**config.mk**
```make
export PLATFORM = sky130hd
export DESIGN_NAME = a2d_spi_serf_flat
export DESIGN_NICKNAME = d
export VERILOG_FILES = /design/src/rtl/a2d_spi_serf_if.sv /design/src/rtl/a2d_spi_serf.sv /design/src/flat_wrapper.sv
export SDC_FILE = /design/constraint.sdc
export NUM_CORES = 1
export LEC_CHECK = 0
export ABC_AREA = 1
export BUFFER_PORTS_ARGS = -buffer_cell sky130_fd_sc_hd__buf_2
export CAP_MARGIN = 25
export CORE_MARGIN = 5
export CORE_UTILIZATION = 50
export DETAILED_ROUTE_END_ITERATION = 10
export GPL_ROUTABILITY_DRIVEN = 0
export PLACE_DENSITY = 0.89
export SYNTH_ARGS = -nofsm -noshare
export SYNTH_HDL_FRONTEND = slang
export SYNTH_SLANG_ARGS = --single-unit
```
**constraint.sdc**
```tcl
create_clock -name clk -period 3.7 [get_ports clk]
set_input_delay 0.185 -clock clk [delete_from_list [all_inputs] [get_ports clk]]
set_output_delay 0.185 -clock clk [all_outputs]
set_load 0.01 [all_outputs]
```
**src/rtl/a2d_spi_serf_if.sv**
```systemverilog
// SPI link between the A2D monarch and the A2D serf emulator.
interface a2d_spi_serf_if;
    logic SS_n;
    logic SCLK;
    logic MOSI;
    logic MISO;

    modport master (output SS_n, output SCLK, output MOSI, input MISO);
    modport slave  (input SS_n, input SCLK, input MOSI, output MISO);
endinterface

```
**src/rtl/a2d_spi_serf.sv**
```systemverilog
// SPI serf standing in for an 8-channel 12-bit A2D. It answers each command with the
// sample of the channel named by the previous accepted command.
module a2d_spi_serf #(
    parameter int unsigned NUM_CH = 8,
    parameter int unsigned DW     = 12
) (
    input  logic                 clk,
    input  logic                 rst_n,
    a2d_spi_serf_if.slave        spi,
    input  logic [NUM_CH*DW-1:0] ch_data,
    output logic [15:0]          cmd_rcvd,
    output logic                 cmd_rdy,
    output logic [2:0]           chnl
);

    localparam int unsigned CMD_W = 16;
    localparam int unsigned CNT_W = 5;
    localparam int unsigned PAD_W = CMD_W - DW;

    typedef enum logic [1:0] {IDLE, ACTIVE, DONE} state_t;

    state_t             state_q, state_d;
    logic [2:0]         ss_sync, sclk_sync, mosi_sync;
    logic [CMD_W-1:0]   rx_shft, tx_shft, tx_d;
    logic [CNT_W-1:0]   bit_cnt;
    logic [DW-1:0]      resp, sel_sample;
    logic               first_rise, fall_pend_q, fall_pend_d;
    logic               miso_q;
    logic               ss_fall, ss_rise, sclk_rise, sclk_fall;
    logic               load_tx, shift_rx, shift_tx, accept;

    // Two meta flops plus one history flop per pin; SS_n syncs reset low so a frame
    // already under way at reset release never produces a falling edge.
    always_ff @(posedge clk or negedge rst_n) begin
        if (!rst_n) begin
            ss_sync   <= '0;
            sclk_sync <= '1;
            mosi_sync <= '0;
        end else begin
            ss_sync   <= {ss_sync[1:0],   spi.SS_n};
            sclk_sync <= {sclk_sync[1:0], spi.SCLK};
            mosi_sync <= {mosi_sync[1:0], spi.MOSI};
        end
    end

    assign ss_fall   = ~ss_sync[1]   &  ss_sync[2];
    assign ss_rise   =  ss_sync[1]   & ~ss_sync[2];
    assign sclk_rise =  sclk_sync[1] & ~sclk_sync[2];
    assign sclk_fall = ~sclk_sync[1] &  sclk_sync[2];

    always_ff @(posedge clk or negedge rst_n) begin
        if (!rst_n) begin
            state_q     <= IDLE;
            fall_pend_q <= 1'b0;
        end else begin
            state_q     <= state_d;
            fall_pend_q <= fall_pend_d;
        end
    end

    // Next state and datapath strobes; SS_rise outranks any SCLK edge in the same clk.
    always_comb begin
        state_d     = state_q;
        fall_pend_d = fall_pend_q;
        load_tx     = 1'b0;
        shift_rx    = 1'b0;
        shift_tx    = 1'b0;
        accept      = 1'b0;
        unique case (state_q)
            IDLE: begin
                if (ss_fall || fall_pend_q) begin
                    load_tx     = 1'b1;
                    fall_pend_d = 1'b0;
                    state_d     = ACTIVE;
                end
            end
            ACTIVE: begin
                if (ss_rise) begin
                    state_d = DONE;
                end else if (sclk_rise) begin
                    shift_rx = 1'b1;
                end else if (sclk_fall && first_rise) begin
                    shift_tx = 1'b1;
                end
            end
            DONE: begin
                accept      = (bit_cnt == CNT_W'(CMD_W));
                fall_pend_d = ss_fall;
                state_d     = IDLE;
            end
            default: state_d = IDLE;
        endcase
    end

    always_comb begin
        sel_sample = '0;
        for (int k = 0; k < NUM_CH; k++) begin
            if (rx_shft[13:11] == 3'(k)) sel_sample = ch_data[k*DW +: DW];
        end
    end

    // Transmit word is cleared at the end of every frame so MISO never replays stale bits.
    always_comb begin
        tx_d = tx_shft;
        if (load_tx)               tx_d = {{PAD_W{1'b0}}, resp};
        else if (shift_tx)         tx_d = {tx_shft[CMD_W-2:0], 1'b0};
        else if (state_q == DONE)  tx_d = '0;
    end

    always_ff @(posedge clk or negedge rst_n) begin
        if (!rst_n) begin
            rx_shft    <= '0;
            tx_shft    <= '0;
            bit_cnt    <= '0;
            first_rise <= 1'b0;
            resp       <= '0;
            cmd_rcvd   <= '0;
            chnl       <= '0;
            cmd_rdy    <= 1'b0;
            miso_q     <= 1'b0;
        end else begin
            tx_shft <= tx_d;
            miso_q  <= ~ss_sync[0] & tx_d[CMD_W-1];
            cmd_rdy <= accept;
            if (load_tx) begin
                bit_cnt    <= '0;
                first_rise <= 1'b0;
            end
            if (shift_rx) begin
                rx_shft    <= {rx_shft[CMD_W-2:0], mosi_sync[2]};
                first_rise <= 1'b1;
                if (bit_cnt != CNT_W'(CMD_W)) bit_cnt <= bit_cnt + CNT_W'(1);
            end
            if (accept) begin
                cmd_rcvd <= rx_shft;
                chnl     <= rx_shft[13:11];
                resp     <= sel_sample;
            end
        end
    end

    assign spi.MISO = miso_q;

endmodule

```
**src/flat_wrapper.sv**
```systemverilog
// flat-port wrapper written by rule: the top's interface ports become plain ports
module a2d_spi_serf_flat 
#(
    parameter int unsigned NUM_CH = 8,
    parameter int unsigned DW     = 12
)
  (clk, rst_n, ch_data, cmd_rcvd, cmd_rdy, chnl, spi_SS_n, spi_SCLK, spi_MOSI, spi_MISO);
  a2d_spi_serf_if spi_i ();
  input  logic clk;
  input  logic rst_n;
  input  logic [NUM_CH*DW-1:0] ch_data;
  output logic [15:0] cmd_rcvd;
  output logic cmd_rdy;
  output logic [2:0] chnl;
  input wire logic [$bits(spi_i.SS_n)-1:0] spi_SS_n;
  input wire logic [$bits(spi_i.SCLK)-1:0] spi_SCLK;
  input wire logic [$bits(spi_i.MOSI)-1:0] spi_MOSI;
  output wire logic [$bits(spi_i.MISO)-1:0] spi_MISO;
  assign spi_i.SS_n = spi_SS_n;
  assign spi_i.SCLK = spi_SCLK;
  assign spi_i.MOSI = spi_MOSI;
  assign spi_MISO = spi_i.MISO;
  a2d_spi_serf #(.NUM_CH(NUM_CH), .DW(DW)) u_core (.clk(clk), .rst_n(rst_n), .spi(spi_i), .ch_data(ch_data), .cmd_rcvd(cmd_rcvd), .cmd_rdy(cmd_rdy), .chnl(chnl));
endmodule
```
-- Word level (Yosys, flattened, before mapping)
Index checks and enable logic that the tools add are counted.
- input port bits: 101
- word-level logic and storage cells: 79
- flip-flop bits (word level): 83
- output and inout port bits: 21
- bitwise gates (word level): 10
- multiplexer cells: 31
- equal/unequal tests: 13
- add/subtract/negate cells: 1
- reductions and logical operators: 9
- operators with widths (operator ; count):
    2-to-1 mux 12 bit ; 8
    2-to-1 mux 16 bit ; 3
    2-to-1 mux 5 bit ; 3
    2-to-1 mux 1 bit ; 13
    == test 3 bit, second input constant ; 4
    == test 3 x 2 -> 1 bit, second input constant ; 2
    adder 5 x 1 -> 5 bit, second input constant ; 1
    bitwise AND 1 bit ; 5
    == test 5 bit, second input constant ; 1
    != test 5 bit, second input constant ; 1
    NOT 1 bit ; 5
    2-to-1 mux 2 bit ; 2
    != test 2 x 1 -> 1 bit, second input constant ; 2
    case mux 2 bit (2 select lines) ; 1
    AND reduction 2 bit ; 2
    nonzero test 2 bit ; 2
    == test 3 x 1 -> 1 bit, second input constant ; 1
    logical NOT 3 bit ; 1
    nonzero test 3 bit ; 1
    == test 2 x 1 -> 1 bit, second input constant ; 1
    == test 2 bit, second input constant ; 1
    logical NOT 2 bit ; 1
    case mux 1 bit (2 select lines) ; 1
    logical AND 1 bit ; 1
    logical OR 1 bit ; 1

-- Depth between registers and ports, before layout
Gate-level depths: netlist (run 1).
- depth after elaboration: 10
- depth in mapped cells: 10
- depth with buffers taken out: 9

-- Least setup slack after synthesis (run 1)
No wires, ideal clock.
- path kind: register -> register
- start: register u_core.sclk_sync[2]
- end: register u_core.tx_shft[11]
- library setup time: 0.130 ns
- data required time: 3.570 ns
- period minus slack after synthesis: 1.387 ns
- arrival time: 1.257 ns
- stages on the path, launching flop included: 9
- setup slack: 2.313 ns
- path buffers: 1
- path through: dfstp_2 -> inv_1 -> nor3_1 -> nand3_1 -> nand3_2 -> inv_2 -> buf_2 -> nand2_1 -> o211ai_1
- word-level cells in the longest chain between the ends: 8
- elaborated cells on any way between the ends: 11
- classes of those cells: 6 x mux; 3 x bitwise; 2 x reduce/logical
- ends and longest elaborated chain (what ; line ; text):
    start: declaration ; a2d_spi_serf.sv:23 ; logic [2:0] ss_sync, sclk_sync, mosi_sync;
    start signal: assignment ; a2d_spi_serf.sv:41 ; sclk_sync <= {sclk_sync[1:0], spi.SCLK};
    bitwise AND 1 bit ; a2d_spi_serf.sv:49 ; assign sclk_fall = ~sclk_sync[1] & sclk_sync[2];
    logical AND 1 bit ; a2d_spi_serf.sv:82 ; end else if (sclk_fall && first_rise) begin
    2-to-1 mux 1 bit ; a2d_spi_serf.sv:82 ;
    2-to-1 mux 1 bit (*) ; a2d_spi_serf.sv:80 ; end else if (sclk_rise) begin
    2-to-1 mux 1 bit (*) ; a2d_spi_serf.sv:78 ; if (ss_rise) begin
    2-to-1 mux 1 bit (*) ; a2d_spi_serf.sv:69 ; unique case (state_q)
    2-to-1 mux 16 bit ; a2d_spi_serf.sv:106 ; else if (shift_tx) tx_d = {tx_shft[CMD_W-2:0], 1'b0};
    2-to-1 mux 16 bit ; a2d_spi_serf.sv:105 ; if (load_tx) tx_d = {{PAD_W{1'b0}}, resp};
    end signal: assignment ; a2d_spi_serf.sv:122 ; tx_shft <= tx_d;
    end: declaration ; a2d_spi_serf.sv:24 ; logic [CMD_W-1:0] rx_shft, tx_shft, tx_d;
Mark *: on every way between the ends. The rest lies on a longest branch, timed or not.
A chain may end at the register's enable or synchronous reset.

-- Worst setup path in the final report (run 1)
- start: register u_core.rx_shft[12]
- end: register u_core.resp[2]
- word-level cells in the longest chain between the ends: 9
- elaborated cells on any way between the ends: 16
- classes of those cells: 7 x eq/ne; 8 x mux; 1 x reduce/logical
- ends and longest elaborated chain (what ; line ; text):
    start: declaration ; a2d_spi_serf.sv:24 ;
    start signal: assignment ; a2d_spi_serf.sv:130 ; rx_shft <= {rx_shft[CMD_W-2:0], mosi_sync[2]};
    logical NOT 3 bit ; a2d_spi_serf.sv:98 ; if (rx_shft[13:11] == 3'(k)) sel_sample = ch_data[k*DW +: DW];
    2-to-1 mux 12 bit (7 in a row) ; a2d_spi_serf.sv:98 ;
    2-to-1 mux 12 bit (*) ; a2d_spi_serf.sv:98 ;
    end signal: assignment ; a2d_spi_serf.sv:137 ; resp <= sel_sample;
    end: declaration ; a2d_spi_serf.sv:26 ; logic [DW-1:0] resp, sel_sample;
Marks and branches as above.

==> results of run 1 <==
synth_stat cells (all sizes together), types with 3 or more instances:
cell type | number | area, um2
a21oi | 26 | 130
nor3 | 7 | 85.1
dfrtp | 77 | 1930
o21ai | 41 | 205
clkbuf | 3 | 11.3
dfstp | 3 | 78.8
nand2 | 151 | 572
inv | 64 | 243
nand3 | 36 | 190
nor2 | 41 | 156
buf | 23 | 161
o211ai | 4 | 30.0
nand4 | 28 | 175
cell families (layout without fill, tap and decap cells):
group / Yosys count / in the layout / share of synthesized area, %
AOI/OAI and AO/OA: 73 / 73 / 9.43
DFF: 80 / 80 / 49.7
adders and majority gates: 2 / 2 / 0.620
buffers and inverters: 91 / 208 / 10.4
xor gates and xnor gates: 2 / 2 / 0.434
and+or+nand+nor: 264 / 264 / 29.4
power by group through the flow:
| stage | sequential, uW | clock, uW | combinational, uW |
|---|---|---|---|
| after floorplan | 1070 | 0 | 193 |
| after global placement | 1080 | 0 | 293 |
| after detailed placement | 1080 | 0 | 317 |
| after CTS | 1070 | 618 | 321 |
| after global routing | 1080 | 652 | 369 |
| final | 1070 | 607 | 320 |
flip-flops by register name, indices dropped and copies added, names as in the netlist, 2 cells and up:
signal / count
u_core.bit_cnt: 5
u_core.chnl: 2
u_core.cmd_rcvd: 14
u_core.mosi_sync: 3
u_core.resp: 12
u_core.rx_shft: 16
u_core.sclk_sync: 3
u_core.ss_sync: 3
u_core.state_q: 2
u_core.tx_shft: 16
stage by stage:
| stage | total power (uW) | instance area (um2) | setup slack, ns | utilization, % |
|---|---|---|---|---|
| final | 1990 | 4850 | 1.49 | 62.1 |
| after global routing | 2100 | 4850 | 1.27 | 62.1 |
| after CTS | 2010 | 4820 | 1.50 | 61.7 |
| after detailed placement | 1400 | 4600 | 1.51 | 59.0 |
| after global placement | 1370 | 4600 | 1.64 | 59.0 |
| after floorplan | 1260 | 4030 | 2.31 | - |
metal layers:
layer | routed length [um] | vias to the layer above | part of all wire, %
li1 | - | 1867 | -
met1 | 4220 | 1788 | 41
met2 | 4940 | 154 | 48
met3 | 789 | 32 | 7.7
met4 | 319 | 0 | 3.1
met5 | 0 | - | 0
worst max-delay path: stages, from the launching register on:
cell     delay (ns)
dfrtp_1        0.75
inv_2          0.25
nor3_4         0.75
a21oi_1        0.17
nand2_1        0.12
nand2_1        0.05
layout make-up:
class | instances | area share [%]
Tap cell | 102 | 2.63
Sequential cell | 80 | 41.4
Inverter | 65 | 5.08
Multi-Input combinational cell | 341 | 33.2
Clock inverter | 6 | 0.981
Clock buffer | 10 | 2.84
Timing Repair Buffer | 127 | 13.9
path summary, 6_finish.rpt:
| kind | from | cells past startpoint | to |
|---|---|---|---|
| worst max-delay path | u_core.rx_shft[12] | 5 | u_core.resp[2] |
| worst min-delay path | ch_data[90] | 3 | u_core.resp[6] |
| max in group asynchronous | rst_n | 3 | u_core.sclk_sync[2] |
| worst min register to register | u_core.mosi_sync[0] | 0 | u_core.mosi_sync[1] |
| worst max register to register | u_core.rx_shft[12] | 5 | u_core.resp[2] |
| min in group asynchronous | rst_n | 2 | u_core.spi.MISO |
==> results.txt, run 1 <==
outcome - completed
Max-slew headroom - 37.9%
first-pass detailed-route iteration total - 5
GR Util met3 - 5.77%
global-route wire length before repair - 16900 um
Switch Pwr - 596 uW
post_cts resized - 0
clock skew - 0.0199 ns
max-cap viol count - 0
Synth-to-Final Area Change - 20.2%
clk sinks - 80
Fmax - 0.453 GHz
Static Leak - 0.00255 uW
drt wl/cell - 14.0 um
# Post-CTS Setup Buffers - 0
via count - 3841
P_int - 1400 uW
Post-Syn Area per Cell - 7.88 um2
Final ANT Viol Nets - 0
most common cell after layout, fill and taps aside - nand2_1
crit path max fanout - 24
Cell Count, Final, Fillers Out - 731
initial core utilization - 51.7%
Fin. Hold Viols - 0
# fillers - 673
# diodes - 0
Async S/R FF share, synth - 100%
worst min path class - in -> reg
hold buffer count at cts - 3
CP Class - reg -> reg
Cells after Synth - 512
CP Launch Type - register
share of post-route cells with drive strength above 1 - 25.1%
DRC viols - 0
post-DR vias/cell - 5.25
DP Wirelength - 7770 um
WP data required - 3.95 ns
CTS Root Cell - clkbuf_8
area of the multi-input gates - 1610 um2
most frequent cells in the layout - nand2_1, buf_2, dfrtp_1
vias in the first global route - 3699
hold_ws - 0.146 ns
Layout Nets - 727
Total Negative Setup Slacks - 0 ns
Die Y - 99.8 um
dpl cells - 710
CTS Buf Count - 9
Top-Level Pins - 122
Iter 0 DRT Violations - 379
GR Util met2 - 32.3%
switch share - 29.9%
largest net degree at the start of global routing - 81
worst-margin pin slew - 0.928 ns
fin crit period - 2.21 ns
Buffers on Ports - 121
number of synthesized flops with an enable pin - 0
H-tree depth - 3
FP Rows - 32
RSZ-0062 raised after global routing - false
Reg area - 2010 um2
reg-to-reg slack, setup - 1.49 ns
syn nets - 615
gr usage total - 20.9%
Comb power frac - 16.1%
clock transition at the registers of the reported paths - 0.09 ns
Core Area - 7810 um2
Clock power frac - 30.4%
CTS tree - yes
Max Transition Viols Final - 0
clock buffer depth - 2
die area - 9960 um2
met1 Track Usage GR - 28.2%
total grt overflow - 0
library cells used by synthesis - 29
crit path capture type - register
pwr/cell area - 411 nW/um2
Die Wd - 99.8 um
Worst EP arrival - 2.46 ns
drt total wl - 10300 um
Mapped Area - 4030 um2
sequential area share after synthesis - 49.7%
GRT busiest layer - met2
Peak VDD IR - 209 uV
Setup-failing EPs final - 0
Final Cycle Share - 59.6%
Flop pwr share - 53.5%
clock insertion delay at the later pin of the skew report - 0.36 ns
post-synthesis sequential element count - 80
Synth Flop Type - dfrtp_1
initial antenna violation count - 0
Yosys warnings - 0
No activity file was read; power rests on OpenSTA's default activity.
==> inputs of run 2 (changes only) <==
Settings changed: ABC_AREA 1 to 0, CORE_UTILIZATION 50 to 47, PLACE_DENSITY 0.89 to 0.88.
Clock period 3.7 ns to 1.8 ns, I/O delays scaled along.
==> run 2 against run 1 <==
The flow now finishes with violations (setup timing). Via count increased by 1.3%. Cell count decreased by 8.5%. Non-clock buffer count increased by 31. Flip-flop and latch count unchanged. Largest cell class unchanged. Largest power group unchanged. Highest routed layer unchanged.
==> results.txt, run 2 <==
Mapped Area - 4080 um2
cell with the most instances after synthesis - nand2_1
GR Util met3 - 5.14%
H-tree depth - 3
Post-Syn Area per Cell - 9.68 um2
Fin. Hold Viols - 0
buffers and inverters on the worst path - 4
Cell Chain, Critical Path - inv_1 > ha_4 > and4bb_2 > nand3b_1 > inv_2 > buf_12 > buf_12 > mux2i_1 > a31oi_1
Final ANT Viol Nets - 0
top cells by count, synth - nand2_1, dfrtp_1, mux2i_1, a22o_1, o21ai_0
Yosys warnings - 0
CP Launch Type - register
delay-heaviest family, CP - buffers and inverters
Max-slew headroom - 60.3%
Async S/R FF share, synth - 100%
WHS Path Cells - 3
Peak VDD IR - 381 uV
reg-to-reg slack, setup - -0.07 ns
Max Transition Viols Final - 0
Final Cycle Share - 104%
Final Util - 61.4%
worst r2r path cells - 9
worst r2r dst - u_core.resp[5]
clock buffer depth - 2
drt wl/cell - 18.0 um
die area - 10600 um2
crit path capture type - register
Buffers on Ports - 121
Synth-to-Final Area Change - 29.5%
library cells used by synthesis - 43
GRT busiest layer - met2
Setup-failing EPs final - 6
dpl cells - 643
crit path max fanout - 8
Die Wd - 103 um
most frequent cells in the layout - buf_2, nand2_1, dfrtp_1
Die Y - 103 um
Critical Path Max Stage Delay - 0.39 ns
Static Leak - 0.00270 uW
DRC viols - 0
clock skew - 0.00776 ns
met1 Track Usage GR - 29.0%
Worst Hold Endpoint - u_core.resp[8]
Largest regs - u_core.rx_shft (16), u_core.tx_shft (16), u_core.cmd_rcvd (14)
Synth top area share - 47.3%
Cell Count, Final, Fillers Out - 669
Synth Flop Type - dfrtp_1
GR Util met2 - 36.6%
clock transition at the registers of the reported paths - 0.08 ns
drt total wl - 12100 um
pwr/cell area - 759 nW/um2
clk sinks - 80
r2r startpoint - u_core.bit_cnt[1]
WP data required - 2.01 ns
failing checks - setup timing
clock insertion delay at the later pin of the skew report - 0.35 ns
CP Class - reg -> reg
cell taking the most area after synthesis - dfrtp_1
Iter 0 DRT Violations - 370
largest net degree at the start of global routing - 48
syn nets - 524
DP Wirelength - 8660 um
HP Start - ch_data[44]
CTS Root Cell - clkbuf_8
number of synthesized flops with an enable pin - 0
most common cell after layout, fill and taps aside - buf_2
CTS tree - yes
initial core utilization - 47.4%
most frequent CP cell - buf_12
Worst EP arrival - 2.08 ns
global-route wire length before repair - 18300 um
FP Rows - 34
RSZ-0062 raised after global routing - true
# diodes - 0
CTS Buf Count - 9
Top-Level Pins - 122
via count - 3892
sequential area share after synthesis - 49.2%
Core Area - 8590 um2
total grt overflow - 0
Layout Nets - 659
Crit-path slowest cell - dfrtp_1
Synth area leaders - dfrtp_1, nand2_1, mux2i_1, a22o_1, o21ai_0
post-DR vias/cell - 5.82
outcome - finished, violations left
first-pass detailed-route iteration total - 6
Fmax - 0.536 GHz
fin crit period - 1.87 ns
worst min path class - in -> reg
share of post-route cells with drive strength above 1 - 35.5%
gr usage total - 22.4%
worst-margin pin slew - 0.595 ns
Cells after Synth - 421
post-synthesis sequential element count - 80
vias in the first global route - 3847
max-cap viol count - 0
setup ws final - -0.0662 ns
initial antenna violation count - 0
## run 2: layout make-up
type | count | area [um2]
multi-input cells | 301 | 1930
well taps | 108 | 135
inverters | 6 | 22.5
flip-flops and latches | 80 | 2010
fillers | 687 | 3310
clock inverters | 6 | 90.1
clock buffers | 10 | 138
repair buffers | 158 | 957
## run 2: through the flow
step | setup TNS (ns) | setup slack, ns | hold WS, ns | total power (uW) | instance area, um2
4_1_cts | -0.0165 | -0.0131 | 0.0531 | 3970 | 5220
3_3_place_gp | 0 | 0.0860 | 0.124 | 2440 | 4890
3_5_place_dp | -0.151 | -0.0532 | 0.138 | 2480 | 4890
2_1_floorplan | 0 | 0.0864 | -0.206 | 2230 | 4080
5_1_grt | -1.19 | -0.155 | 0.0537 | 4180 | 5280
6_report | -0.203 | -0.0662 | 0.0682 | 4010 | 5280
## run 2: kinds of logic after synthesis
kind of cell | share of synthesized area [%]
AOI/OAI and AO/OA | 19.2
buffers and inverters | 4.91
and+or+nand+nor | 18.0
xor gates and xnor gates | 0.215
muxes | 7.89
DFF | 49.2
adders and majority gates | 0.614
## run 2: worst max path at each step
stage | startpoint | to | slack [ns] | cells past startpoint
after CTS | u_core.bit_cnt[1] | u_core.resp[1] | -0.01 | 7
final | u_core.bit_cnt[1] | u_core.resp[5] | -0.07 | 9
after floorplan | u_core.bit_cnt[0] | u_core.resp[11] | 0.09 | 8
after detailed placement | u_core.bit_cnt[0] | u_core.resp[1] | -0.05 | 8
after global routing | u_core.bit_cnt[0] | u_core.resp[5] | -0.16 | 9
after global placement | u_core.bit_cnt[0] | u_core.resp[1] | 0.09 | 8
## run 2: routing by layer
metal	vias to the layer above	wire [um]
li1	1744	-
met1	1906	4840
met2	202	5900
met3	40	969
met4	0	339
met5	-	0
## run 2: timing repair
item | 4_1_cts | 5_1_grt
gates cloned | 1 | 0
endpoints found under the hold margin | 46 | 0
endpoints found under the setup margin | 7 | 26
resized for setup | 3 | 15
hold buffers | 4 | 0
pin swaps | 1 | 3
setup buffers | 3 | 3
## run 2: power breakdown
group | switching (uW) | internal (uW) | leakage (uW)
sequential | 88.0 | 1910 | 0.00106
clock | 664 | 824 | 0.000113
combinational | 262 | 252 | 0.00153
total | 1010 | 2990 | 0.00270
## run 2: worst register-to-register path: cells and delay by family, from the launching register on
family                     cells  cell delay, ns
muxes                          1            0.24
adders and majority gates      1            0.14
and+or+nand+nor                2            0.42
AOI/OAI and AO/OA              1            0.06
DFF                            1            0.39
buffers and inverters          4            0.49
